## src/rtl/hack_pkg.sv

```systemverilog
`default_nettype none
// ============================================================================
//  Module      : hack_pkg
//  Description : Shared definitions for the Hack control sequencer: the
//                sequencer state encoding, instruction field bit positions
//                and the default reset program counter.
//  Revision    : 1.0  initial release
// ============================================================================
package hack_pkg;

  // Sequencer states; 3 bits covers the five states.
  typedef enum logic [2:0] {
    ST_FETCH  = 3'd0,
    ST_DECODE = 3'd1,
    ST_MEMRD  = 3'd2,
    ST_EXEC   = 3'd3,
    ST_MEMWR  = 3'd4
  } state_e;

  localparam logic [15:0] RESET_PC_DEFAULT = 16'h0000;

  // Instruction field positions
  localparam int c_inst_type_bit = 15;  // 0 = A-instruction, 1 = C-instruction
  localparam int c_inst_a_bit    = 12;  // ALU y operand: 0 = A, 1 = M
  localparam int c_comp_hi       = 11;  // zx nx zy ny f no
  localparam int c_comp_lo       = 6;
  localparam int c_dest_a_bit    = 5;   // d1
  localparam int c_dest_d_bit    = 4;   // d2
  localparam int c_dest_m_bit    = 3;   // d3
  localparam int c_jump_hi       = 2;   // j1 j2 j3
  localparam int c_jump_lo       = 0;

endpackage
`default_nettype wire

```

## src/rtl/hack_jump_eval.sv

```systemverilog
`default_nettype none
// ============================================================================
//  Module      : hack_jump_eval
//  Description : Combinational Hack jump condition. jump[2] tests out<0,
//                jump[1] tests out==0, jump[0] tests out>0.
//  Ports       : jump[2:0] in  - j1 j2 j3 instruction field
//                zr        in  - ALU zero flag
//                ng        in  - ALU negative flag
//                take      out - jump is taken
//  Revision    : 1.0  initial release
// ============================================================================
module hack_jump_eval (
  input  logic [2:0] jump,
  input  logic       zr,
  input  logic       ng,
  output logic       take
);

  always_comb begin
    take = (jump[2] & ng) | (jump[1] & zr) | (jump[0] & ~ng & ~zr);
  end

endmodule
`default_nettype wire

```

## src/rtl/hack_cpu_sequencer.sv

```systemverilog
`default_nettype none
// ============================================================================
//  Module      : hack_cpu_sequencer
//  Description : Multi-cycle Hack control sequencer. Owns A, D and PC,
//                fetches instructions and performs M reads/writes over
//                req/ack handshakes, and drives an external combinational
//                Hack ALU.
//  Ports       : clock, reset            - clock, synchronous active-high reset
//                imem_req/addr/ack/rdata - instruction fetch handshake
//                dmem_req/we/addr/wdata/ack/rdata - data memory handshake
//                alu_x, alu_y, alu_zx..alu_no     - ALU operands and controls
//                alu_out, alu_zr, alu_ng          - ALU result and flags
//                pc, a_reg, d_reg        - architectural registers
//                halted                  - end-loop detected (optional)
//  Options     : HACK_HALT_DETECT_EN - adds the halted output; the sequencer
//                parks in FETCH with no request once a jump targets itself.
//  Revision    : 1.0  initial release
// ============================================================================
module hack_cpu_sequencer
  import hack_pkg::*;
#(
  parameter logic [15:0] RESET_PC = RESET_PC_DEFAULT
) (
  input  logic        clock,
  input  logic        reset,
  output logic        imem_req,
  output logic [15:0] imem_addr,
  input  logic        imem_ack,
  input  logic [15:0] imem_rdata,
  output logic        dmem_req,
  output logic        dmem_we,
  output logic [15:0] dmem_addr,
  output logic [15:0] dmem_wdata,
  input  logic        dmem_ack,
  input  logic [15:0] dmem_rdata,
  output logic [15:0] alu_x,
  output logic [15:0] alu_y,
  output logic        alu_zx,
  output logic        alu_nx,
  output logic        alu_zy,
  output logic        alu_ny,
  output logic        alu_f,
  output logic        alu_no,
  input  logic [15:0] alu_out,
  input  logic        alu_zr,
  input  logic        alu_ng,
  output logic [15:0] pc,
  output logic [15:0] a_reg,
  output logic [15:0] d_reg
`ifdef HACK_HALT_DETECT_EN
  ,
  output logic        halted
`endif
);

  state_e      state_q, state_d;
  logic [15:0] pc_q, pc_d;
  logic [15:0] a_q, a_d;
  logic [15:0] d_q, d_d;
  logic [15:0] ir_q, ir_d;
  logic [15:0] m_q, m_d;        // latched M operand
  logic [15:0] wbuf_q, wbuf_d;  // ALU result awaiting an M write
  logic [15:0] addr_q, addr_d;  // A as it was when the instruction started
  logic        imem_req_q, imem_req_d;
  logic        dmem_req_q, dmem_req_d;
  logic        dmem_we_q, dmem_we_d;
`ifdef HACK_HALT_DETECT_EN
  logic        halted_q, halted_d;
`endif

  logic w_take;
  logic w_imem_fire;
  logic w_dmem_fire;

  hack_jump_eval u_jump_eval (
    .jump (ir_q[c_jump_hi:c_jump_lo]),
    .zr   (alu_zr),
    .ng   (alu_ng),
    .take (w_take)
  );

  // Acks only count while our own request is up.
  always_comb begin
    w_imem_fire = imem_req_q & imem_ack;
    w_dmem_fire = dmem_req_q & dmem_ack;
  end

  always_comb begin
    state_d = state_q;
    pc_d    = pc_q;
    a_d     = a_q;
    d_d     = d_q;
    ir_d    = ir_q;
    m_d     = m_q;
    wbuf_d  = wbuf_q;
    addr_d  = addr_q;
`ifdef HACK_HALT_DETECT_EN
    halted_d = halted_q;
`endif

    case (state_q)
      ST_FETCH: begin
        if (w_imem_fire) begin
          ir_d    = imem_rdata;
          state_d = ST_DECODE;
        end
      end

      ST_DECODE: begin
        // Snapshot A so the M address survives a d1 update in EXEC.
        addr_d = a_q;
        if (!ir_q[c_inst_type_bit]) begin
          a_d     = ir_q;
          pc_d    = pc_q + 16'd1;
          state_d = ST_FETCH;
        end else if (ir_q[c_inst_a_bit]) begin
          state_d = ST_MEMRD;
        end else begin
          state_d = ST_EXEC;
        end
      end

      ST_MEMRD: begin
        if (w_dmem_fire) begin
          m_d     = dmem_rdata;
          state_d = ST_EXEC;
        end
      end

      ST_EXEC: begin
        if (ir_q[c_dest_a_bit]) a_d = alu_out;
        if (ir_q[c_dest_d_bit]) d_d = alu_out;
        wbuf_d = alu_out;
        // a_q is still the pre-instruction A here, so it is the jump target.
        if (w_take) begin
          pc_d = a_q;
`ifdef HACK_HALT_DETECT_EN
          if (a_q == pc_q) halted_d = 1'b1;
`endif
        end else begin
          pc_d = pc_q + 16'd1;
        end
        state_d = ir_q[c_dest_m_bit] ? ST_MEMWR : ST_FETCH;
      end

      ST_MEMWR: begin
        if (w_dmem_fire) state_d = ST_FETCH;
      end

      default: state_d = ST_FETCH;
    endcase

    // Requests are registered from the next state so they are glitch-free
    // and drop in the cycle after the accepting ack.
`ifdef HACK_HALT_DETECT_EN
    imem_req_d = (state_d == ST_FETCH) & ~halted_d;
`else
    imem_req_d = (state_d == ST_FETCH);
`endif
    dmem_req_d = (state_d == ST_MEMRD) | (state_d == ST_MEMWR);
    dmem_we_d  = (state_d == ST_MEMWR);
  end

  always_ff @(posedge clock) begin
    if (reset) begin
      state_q    <= ST_FETCH;
      pc_q       <= RESET_PC;
      a_q        <= 16'h0000;
      d_q        <= 16'h0000;
      ir_q       <= 16'h0000;
      m_q        <= 16'h0000;
      wbuf_q     <= 16'h0000;
      addr_q     <= 16'h0000;
      imem_req_q <= 1'b0;
      dmem_req_q <= 1'b0;
      dmem_we_q  <= 1'b0;
`ifdef HACK_HALT_DETECT_EN
      halted_q   <= 1'b0;
`endif
    end else begin
      state_q    <= state_d;
      pc_q       <= pc_d;
      a_q        <= a_d;
      d_q        <= d_d;
      ir_q       <= ir_d;
      m_q        <= m_d;
      wbuf_q     <= wbuf_d;
      addr_q     <= addr_d;
      imem_req_q <= imem_req_d;
      dmem_req_q <= dmem_req_d;
      dmem_we_q  <= dmem_we_d;
`ifdef HACK_HALT_DETECT_EN
      halted_q   <= halted_d;
`endif
    end
  end

  always_comb begin
    imem_req   = imem_req_q;
    imem_addr  = pc_q;
    dmem_req   = dmem_req_q;
    dmem_we    = dmem_we_q;
    dmem_addr  = addr_q;
    dmem_wdata = wbuf_q;
    alu_x      = d_q;
    alu_y      = ir_q[c_inst_a_bit] ? m_q : a_q;
    {alu_zx, alu_nx, alu_zy, alu_ny, alu_f, alu_no} = ir_q[c_comp_hi:c_comp_lo];
    pc         = pc_q;
    a_reg      = a_q;
    d_reg      = d_q;
`ifdef HACK_HALT_DETECT_EN
    halted     = halted_q;
`endif
  end

endmodule
`default_nettype wire
```

## config.mk

```make
export PLATFORM = sky130hd
export DESIGN_NAME = hack_cpu_sequencer
export DESIGN_NICKNAME = d
export VERILOG_FILES = /design/src/rtl/hack_pkg.sv /design/src/rtl/hack_jump_eval.sv /design/src/rtl/hack_cpu_sequencer.sv
export SDC_FILE = /design/constraint.sdc
export NUM_CORES = 1
export LEC_CHECK = 0
export BUFFER_PORTS_ARGS = -buffer_cell sky130_fd_sc_hd__buf_2
export CORE_ASPECT_RATIO = 0.7
export CORE_UTILIZATION = 53
export DETAILED_ROUTE_END_ITERATION = 7
export PLACE_DENSITY = 0.85
export SYNTH_ARGS = -nofsm -noshare
export SYNTH_HDL_FRONTEND = slang
export SYNTH_SLANG_ARGS = --single-unit
```

## constraint.sdc

```tcl
create_clock -name clock -period 4.7 [get_ports clock]
set_input_delay 0.235 -clock clock [delete_from_list [all_inputs] [get_ports clock]]
set_output_delay 0.235 -clock clock [all_outputs]
set_load 0.01 [all_outputs]
```

# Word-level counts from Yosys, hierarchy flattened
# Cells that the tools add are included.
[classes]
addsub = 1
eq_ne = 8
n_mux = 14
n_bitwise = 11
n_reduce_logical = 8
[op_table]
columns = ["op", "n"]
rows = [
  ["$mux 16", 5],
  ["$pmux 16 s2", 2],
  ["$add 16x1->16 const B", 1],
  ["$pmux 3 s5", 1],
  ["$mux 3", 4],
  ["$eq 3x2->1 const B", 3],
  ["$reduce_and 2->1", 4],
  ["$and 1x1->1", 6],
  ["$eq 3x3->1 const B", 2],
  ["$logic_not 3->1", 2],
  ["$ne 2x2->1 const B", 2],
  ["$eq 3x1->1 const B", 1],
  ["$or 1x1->1", 3],
  ["$reduce_and 3->1", 1],
  ["$mux 2", 1],
  ["$not 1->1", 2],
  ["$reduce_bool 2->1", 1],
  ["$mux 1", 1],
]
[totals]
reg_bits = 118
in_bits = 54
output_inout_bits = 137
word_cells = 53

# Depth between registers and ports, before layout
# Gate-level depths: netlist of run 1.
[logic_depth]
ltp_word = 6
depth_mapped = 6

# Cells and area by module
# Synthesis of run 1 repeated with hierarchy kept, for this count alone.
[unflattened]
cells_unflattened = 635
hier_area_um2 = 5088.6
[modules_own_cells]
columns = ["mod", "n_inst", "cells_each", "area_each_um2"]
rows = [
  ["hack_cpu_sequencer", 1, 633, 5071.1],
  ["hack_jump_eval", 1, 2, 17.5],
]

# Worst setup path before layout of run 1
# No wires, ideal clock.
[synth_path]
path_kind = "register to register"
from = "register pc_q[0] (netlist: imem_addr[0])"
to = "register pc_q[14] (netlist: imem_addr[14])"
setup_time_ns = 0.074
arrival_ns = 1.932
required_time_ns = 4.626
setup_slack_ns = 2.693
stages_incl_launch_ff = 6
n_path_buf = 0
cell_sequence = "dfxtp_1 -> ha_1 -> nand3_2 -> or4_1 -> or4_1 -> a31oi_1"
[synth_via]
elab_chain_len = 3
word_cells_on_any_way = 4
classes_between = "1 x add/sub; 3 x mux"
[synth_lines]
columns = ["element", "line", "text"]
rows = [
  ["start: declaration", "hack_cpu_sequencer.sv:57", "logic [15:0] pc_q, pc_d;"],
  ["start signal: assignment", "hack_cpu_sequencer.sv:182", "pc_q <= pc_d;"],
  ["$add 16x1->16 (*)", "hack_cpu_sequencer.sv:114, hack_cpu_sequencer.sv:141", ""],
  ["$mux 16 (on tied branches)", "hack_cpu_sequencer.sv:135, hack_cpu_sequencer.sv:112", ""],
  ["$pmux 16 s2 (*)", "hack_cpu_sequencer.sv:101", "case (state_q)"],
]
# Mark *: on every way between the ends. The rest lies on a longest branch, timed or not. The select of a mux whose other input is x is not followed.
# A chain may end at the register's enable or synchronous reset.

# Worst setup path in the final report of run 1
[layout_path]
from = "register state_q[1]"
to = "register pc_q[9] (netlist: imem_addr[9])"
[layout_via]
elab_chain_len = 3
word_cells_on_any_way = 6
classes_between = "3 x eq/ne; 1 x mux; 2 x reduce/logical"
[layout_lines]
columns = ["element", "line", "text"]
rows = [
  ["start: declaration", "hack_cpu_sequencer.sv:56", "state_e state_q, state_d;"],
  ["start signal: assignment", "hack_cpu_sequencer.sv:181", "state_q <= state_d;"],
  ["$eq 3x1->1 or $eq 3x2->1 (tied branches)", "hack_cpu_sequencer.sv:101", ""],
  ["$ne 2x2->1 (no line) or $reduce_bool 2->1 (tied branches)", "--", ""],
  ["$reduce_and 2->1 (no line)", "--", ""],
]
# Several ways; a longest one is shown, not always the timed one.

==> impl_metrics.py, run 1 <==
metrics = {
    "run_status": {
        "status": "finished clean",
    },
    "timing": {
        "fmax_ghz": 0.450,
        "min_period_over_period_pct": 47.3,
        "setup_violations": 0,
        "fin_crit_ns": 2.22,
        "fin_tns_setup_ns": 0,
        "drv_slew": 0,
        "clock-skew-final_ns": 0.00641,
        "relSlewSlack_pct": 15.4,
        "tightestPinTransition_ns": 1.26,
        "hold_violations": 0,
        "rsz0062_at_grt": "false",
    },
    "power_and_ir_drop": {
        "p_switching_uw": 564,
        "p_seq_share_pct": 42.4,
        "pwr-share-clk_pct": 51.7,
        "finalPower_uw": 2500,
        "combPwrFrac_pct": 5.9,
        "powerDensity_mw_per_mm2": 387,
        "vdd_drop_max_v": 0.000220,
        "leakagePower_uw": 0.00279,
        "internal_power_uw": 1930,
        "switching_share_pct": 22.6,
    },
    "floorplanning": {
        "initial_utilization_pct": 55.5,
        "dieArea_mm2": 0.0101,
        "fp.dieW_um": 120,
        "num_rows": 29,
        "ios": 191,
        "die_h_um": 84.4,
        "core_area_mm2": 0.00925,
    },
    "worst_setup_path": {
        "path_class": "reg2reg",
        "cp_num_buf_inv": 0,
        "slowest_delay_ns": 0.55,
        "ff2ff_path_depth": 4,
        "r2r-end": "imem_addr[9]$_SDFFE_PP0P_",
        "rrSetupSlack_ns": 2.48,
        "crit_slowest_cell": "o21a_1",
        "cp-start-kind": "flip-flop",
        "critPathMaxFanout": 22,
        "r2r-start": "state_q[1]$_SDFF_PP0_",
        "crit_family": "compound AO/OA/AOI/OAI gates",
        "critPathRequiredTime_ns": 5.00,
        "worstPathArrival_ns": 2.52,
        "crit_path_end_kind": "flip-flop",
        "path_cells": "and3b_2 -> o21a_1 -> o21ai_0 -> a32o_1",
    },
    "final_layout": {
        "finalCoreUtilization_pct": 69.6,
        "syn_to_final_growth_pct": 25.3,
        "multiInputGateArea_mm2": 0.00235,
        "num_antenna_cells": 0,
        "regArea_mm2": 0.00236,
        "drive_gt1_share_pct": 33.1,
        "stdcell_count": 889,
        "final_nets": 807,
        "nFillCells": 773,
        "design_area_mm2": 0.00644,
    },
    "synth": {
        "ys_warn_count": 0,
        "seq_area_frac_synth_pct": 46.0,
        "synth_edf_count": 0,
        "ys_seq_elements": 118,
        "synth.distinct_cells": 53,
        "synthCells": 612,
        "syn_avg_cell_area_um2": 8.40,
        "synth-main-ff-cell": "dfxtp_1",
        "synth_nets": 667,
        "synthArstFlopShare_pct": 0,
        "synth_area_mm2": 0.00514,
    },
    "grt": {
        "grt_pass1_wl_mm": 23.7,
        "grt_pass1_vias": 4536,
        "grt_max_degree": 115,
        "grt_usage_pct": 30.8,
        "overflow": 0,
        "grt_antenna_before_repair": 0,
    },
    "routing": {
        "detail_route.iter0.violations": 493,
        "dr.pass1.iters": 5,
        "ant_nets": 0,
        "wl_per_cell_um": 17.6,
        "route.detailed.drc": 0,
        "wirelength_mm": 15.6,
        "routed-via-count": 5054,
        "via_per_inst": 5.69,
    },
    "hold_path": {
        "holdPathEnd": "ir_q[4]$_SDFFE_PP0P_",
        "hold_depth": 3,
        "hold_start": "imem_rdata[4]",
        "hold_path_class": "in2reg",
    },
    "job": {
        "cap_violations": 0,
    },
    "clock_network": {
        "cts_resized": 0,
        "cts_tree": "built",
        "clock-sinks": 118,
        "clockBufferDepth": 2,
        "clk_pin_slew_ns": 0.05,
        "clkLatencyLatePin_ns": 0.41,
        "cts_inserted_buffers": 17,
        "htreeDepth": 4,
        "cts-root-buf": "clkbuf_16",
        "post-cts-setup-buffers": 0,
        "cts-hold-fix-buffers": 0,
    },
    "placed_design": {
        "post-dp-hpwl_mm": 10.6,
        "placed_cell_area_mm2": 0.00584,
        "gpl.final_weighted_congestion": 0.923,
        "port_buffers": 190,
        "dp_cells": 857,
    },
}
[power groups by stage]
stage,logic [µW],clock network (µW),registers [µW]
6_report,148,1290,1060
4_1_cts,147,1300,1060
2_1_floorplan,84.3,0,1060
5_1_grt,161,1350,1060
3_5_place_dp,146,0,1080
3_3_place_gp,144,0,1070
[cells in the final DEF, fill, tap and decap left out, types with 3 or more instances in the layout]
cell type    n
buf_2      189
nand2_1    152
dfxtp_1    118
a21oi_1     69
nor2_1      46
mux2_2      22
mux2i_1     20
clkbuf_16   17
a311oi_1    16
nor3_1       9
nand3_1      8
o21ai_0      8
nand4_1      7
a32o_1       6
nor4_1       5
clkbuf_8     5
nor2b_1      4
a31oi_1      4
or4_1        4
clkinv_2     4
nand2b_1     3
inv_1        3
o32ai_1      3
a22oi_1      3
[kinds of logic after synthesis]
family,Yosys count,synth area share (%)
AO/OA/AOI/OAI,120,14.7
adder cells (fa/ha/maj),1,0.243
buffers and inverters,74,8.38
flip-flops,118,46.0
multiplexers,42,8.72
AND/OR/NAND/NOR,257,22.0
[tightest hold or removal path, stage by stage]
cell and delay [ns]:
buf_2 0.07, mux2i_1 0.05, nor2_1 0.07
[synth_stat cells, drive strengths merged, types with 4 or more instances]
cell,instances,area [µm²]
mux2i,20,200
nor3,10,50.1
nand3,9,50.1
nor2,46,173
or4,4,30.0
o21ai,9,48.8
clkbuf,30,113
mux2,22,248
dfxtp,118,2360
a32o,6,60.1
a31oi,4,25.0
a311oi,16,140
nor2b,4,25.0
nor4,5,31.3
nand2,153,577
a21oi,69,345
buf,40,303
nand4,8,56.3
[per-layer routing]
metal  part of all wire [%]  vias up  global-route usage [%]
met1                     45     2385                    42.7
li1                       -     2379                       -
met5                      0        -                       0
met2                     44      271                    46.2
met3                    9.7       19                    8.76
met4                    1.7        0                    9.66
[per-stage QoR]
stage	hold slack (ns)	setup WS (ns)
finish	0.0688	2.48
floorplan	0.368	2.69
detailed placement	0.444	2.41
CTS	0.0576	2.51
global placement	0.438	2.43
global route	0.0712	2.35
[layout make-up]
| class | instances | share of cell area (%) |
|---|---|---|
| inverters | 4 | 0.233 |
| well taps | 124 | 2.41 |
| clock inverters | 8 | 1.48 |
| multi-input cells | 420 | 36.5 |
| flip-flops and latches | 118 | 36.7 |
| clock buffers | 24 | 7.79 |
| repair buffers | 191 | 14.9 |
[worst max path at each step]
stage | slack, ns | startpoint | cells after the start | end
after floorplan | 2.69 | imem_addr[0]$_SDFFE_PP0P_ | 5 | imem_addr[14]$_SDFFE_PP0P_
after global placement | 2.43 | reset | 4 | imem_addr[11]$_SDFFE_PP0P_
after detailed placement | 2.41 | reset | 4 | imem_addr[11]$_SDFFE_PP0P_
after CTS | 2.51 | state_q[1]$_SDFF_PP0_ | 4 | imem_addr[9]$_SDFFE_PP0P_
after global routing | 2.35 | state_q[1]$_SDFF_PP0_ | 4 | imem_addr[9]$_SDFFE_PP0P_
final | 2.48 | state_q[1]$_SDFF_PP0_ | 4 | imem_addr[9]$_SDFFE_PP0P_
Note: power is estimated with default switching activity, not from simulation.
==> run 2: changes to the inputs <==
Settings changed: ABC_AREA from default to 1, CORE_UTILIZATION 53 to 45, PLACE_DENSITY 0.85 to 0.76.
Clock period 4.7 ns to 1.9 ns, I/O delays scaled along.
==> impl_metrics.py, run 2 <==
metrics = {
    "run_status": {
        "status": "finished clean",
    },
    "clock_network": {
        "cts_tree": "built",
        "clkLatencyLatePin_ns": 0.42,
        "cts-root-buf": "clkbuf_16",
        "cts_inserted_buffers": 17,
        "clock-sinks": 118,
        "htreeDepth": 4,
        "cts_resized": 0,
        "clockBufferDepth": 2,
        "clk_pin_slew_ns": 0.05,
    },
    "synth": {
        "synth_edf_count": 0,
        "syn_avg_cell_area_um2": 7.08,
        "ys_seq_elements": 118,
        "seq_area_frac_synth_pct": 44.7,
        "ys_warn_count": 0,
        "yosys-top-cells-count": "nand2_1, dfxtp_1, o21ai_0",
        "synth_top_area_cell": "dfxtp_1",
        "synth_nets": 802,
        "synthCells": 747,
        "synth.most_common_cell": "nand2_1",
        "synth_top_cell_area_share_pct": 44.7,
        "synthTopCellsByArea": "dfxtp_1, nand2_1, o21ai_0",
        "synth.distinct_cells": 24,
        "synth_area_mm2": 0.00529,
        "synthArstFlopShare_pct": 0,
        "synth-main-ff-cell": "dfxtp_1",
    },
    "timing": {
        "fin_crit_ns": 1.72,
        "fmax_ghz": 0.582,
        "clock-skew-final_ns": 0.00860,
        "drv_slew": 0,
        "tightestPinTransition_ns": 0.586,
        "fin_tns_setup_ns": 0,
        "setup_violations": 0,
        "relSlewSlack_pct": 60.9,
        "rsz0062_at_grt": "false",
        "min_period_over_period_pct": 90.4,
        "hold_slack_ns": 0.00379,
        "hold_violations": 0,
    },
    "grt": {
        "grt_max_degree": 67,
        "grt_pass1_vias": 4966,
        "overflow": 0,
        "grt_antenna_before_repair": 0,
        "grt_pass1_wl_mm": 26.2,
        "grt_usage_pct": 28.0,
    },
    "job": {
        "cap_violations": 0,
    },
    "placed_design": {
        "port_buffers": 190,
        "dp_cells": 1029,
        "placed_cell_area_mm2": 0.00610,
        "post-dp-hpwl_mm": 11.2,
        "gpl.final_weighted_congestion": 0.847,
    },
    "routing": {
        "wl_per_cell_um": 15.1,
        "dr.pass1.iters": 5,
        "wirelength_mm": 16.7,
        "routed-via-count": 5570,
        "via_per_inst": 5.03,
        "route.detailed.drc": 0,
        "ant_nets": 0,
        "detail_route.iter0.violations": 412,
    },
    "final_layout": {
        "layout_common_cells": "buf_2, nand2_1, dfxtp_1",
        "multiInputGateArea_mm2": 0.00222,
        "regArea_mm2": 0.00236,
        "num_antenna_cells": 0,
        "design_area_mm2": 0.00717,
        "nFillCells": 990,
        "finalCoreUtilization_pct": 64.0,
        "final_nets": 996,
        "drive_gt1_share_pct": 25.9,
        "syn_to_final_growth_pct": 35.7,
        "stdcell_count": 1107,
        "layout_commonest_cell": "buf_2",
    },
    "power_and_ir_drop": {
        "leakagePower_uw": 0.00346,
        "powerDensity_mw_per_mm2": 912,
        "vdd_drop_max_v": 0.000749,
    },
    "floorplanning": {
        "dieArea_mm2": 0.0122,
        "core_area_mm2": 0.0112,
        "die_h_um": 92.7,
        "initial_utilization_pct": 47.1,
        "num_rows": 32,
        "fp.dieW_um": 132,
        "ios": 191,
    },
    "worst_setup_path": {
        "path_class": "reg2reg",
        "critPathRequiredTime_ns": 2.25,
        "critPathMaxFanout": 39,
        "cp-start-kind": "flip-flop",
        "crit_path_end_kind": "flip-flop",
        "worstPathArrival_ns": 2.07,
    },
    "hold_path": {
        "hold_path_class": "in2reg",
    },
}
run 2: cell count changes after synthesis, sizes merged, moves of 6 or more:
cell	change
mux2	-22
a21oi	+13
nand3	+45
clkbuf	-8
nand2	-9
a32o	-6
inv	+66
a311oi	-16
o21ai	+97
mux2i	-20
buf	+12
nor3	-10
nor2	+46
run 2: path summary, 6_finish.rpt:
kind	from	endpoint	slack [ns]	depth (start not counted)
max	state_q[1]$_SDFF_PP0_	a_reg[8]$_SDFFE_PP0P_	0.18	7
min	imem_rdata[3]	ir_q[3]$_SDFFE_PP0P_	0.004	3
min reg2reg	ir_q[13]$_SDFFE_PP0P_	ir_q[13]$_SDFFE_PP0P_	0.45	2
max reg2reg	state_q[1]$_SDFF_PP0_	a_reg[8]$_SDFFE_PP0P_	0.18	7
run 2: timing repair:
item / in CTS / in global routing
buffers inserted: 0 / 0
hold endpoints to repair: 60 / 0
hold buffers: 46 / 0
run 2: worst max-delay path, cell delays in order, from the launching register on:
cell	delay (ns)
dfxtp_1	0.47
inv_2	0.11
nor2_8	0.22
buf_4	0.40
nand2_1	0.12
o21ai_0	0.10
nor2_1	0.08
nor2_1	0.13
run 2: area by class of cell:
cell class / count / share of cell area [%]
inverters: 69 / 3.61
flip-flops and latches: 118 / 32.9
multi-input cells: 486 / 30.9
clock inverters: 10 / 2.13
repair buffers: 249 / 21.4
well taps: 153 / 2.67
clock buffers: 22 / 6.33
run 2: cells by family after synthesis:
| logic type | Yosys count | synth area share [%] |
|---|---|---|
| buffers and inverters | 143 | 13.3 |
| AOI/OAI and AO/OA | 189 | 18.3 |
| xor gates and xnor gates | 1 | 0.166 |
| adders and majority gates | 1 | 0.237 |
| DFF | 118 | 44.7 |
| and+or+nand+nor | 295 | 23.2 |
run 2: power breakdown:
| part | internal (µW) | switching (µW) | leakage, µW |
|---|---|---|---|
| sequential | 2550 | 60.4 | 0.000956 |
| clock | 2210 | 1120 | 0.000298 |
| combinational | 243 | 352 | 0.00221 |
run 2: metal layers:
layer | vias to the layer above | part of all wire [%] | track usage [%]
li1 | 2767 | - | -
met1 | 2495 | 48 | 39.9
met2 | 293 | 42 | 40.9
met3 | 15 | 9.1 | 8.37
met4 | 0 | 0.81 | 6.59
met5 | - | 0 | 0
run 2: per-stage QoR:
step | total power [µW] | worst slack, ns
2_1_floorplan | 2930 | 0.490
3_3_place_gp | 3170 | 0.328
3_5_place_dp | 3170 | 0.234
4_1_cts | 6550 | 0.204
5_1_grt | 6750 | 0.0333
6_report | 6540 | 0.182
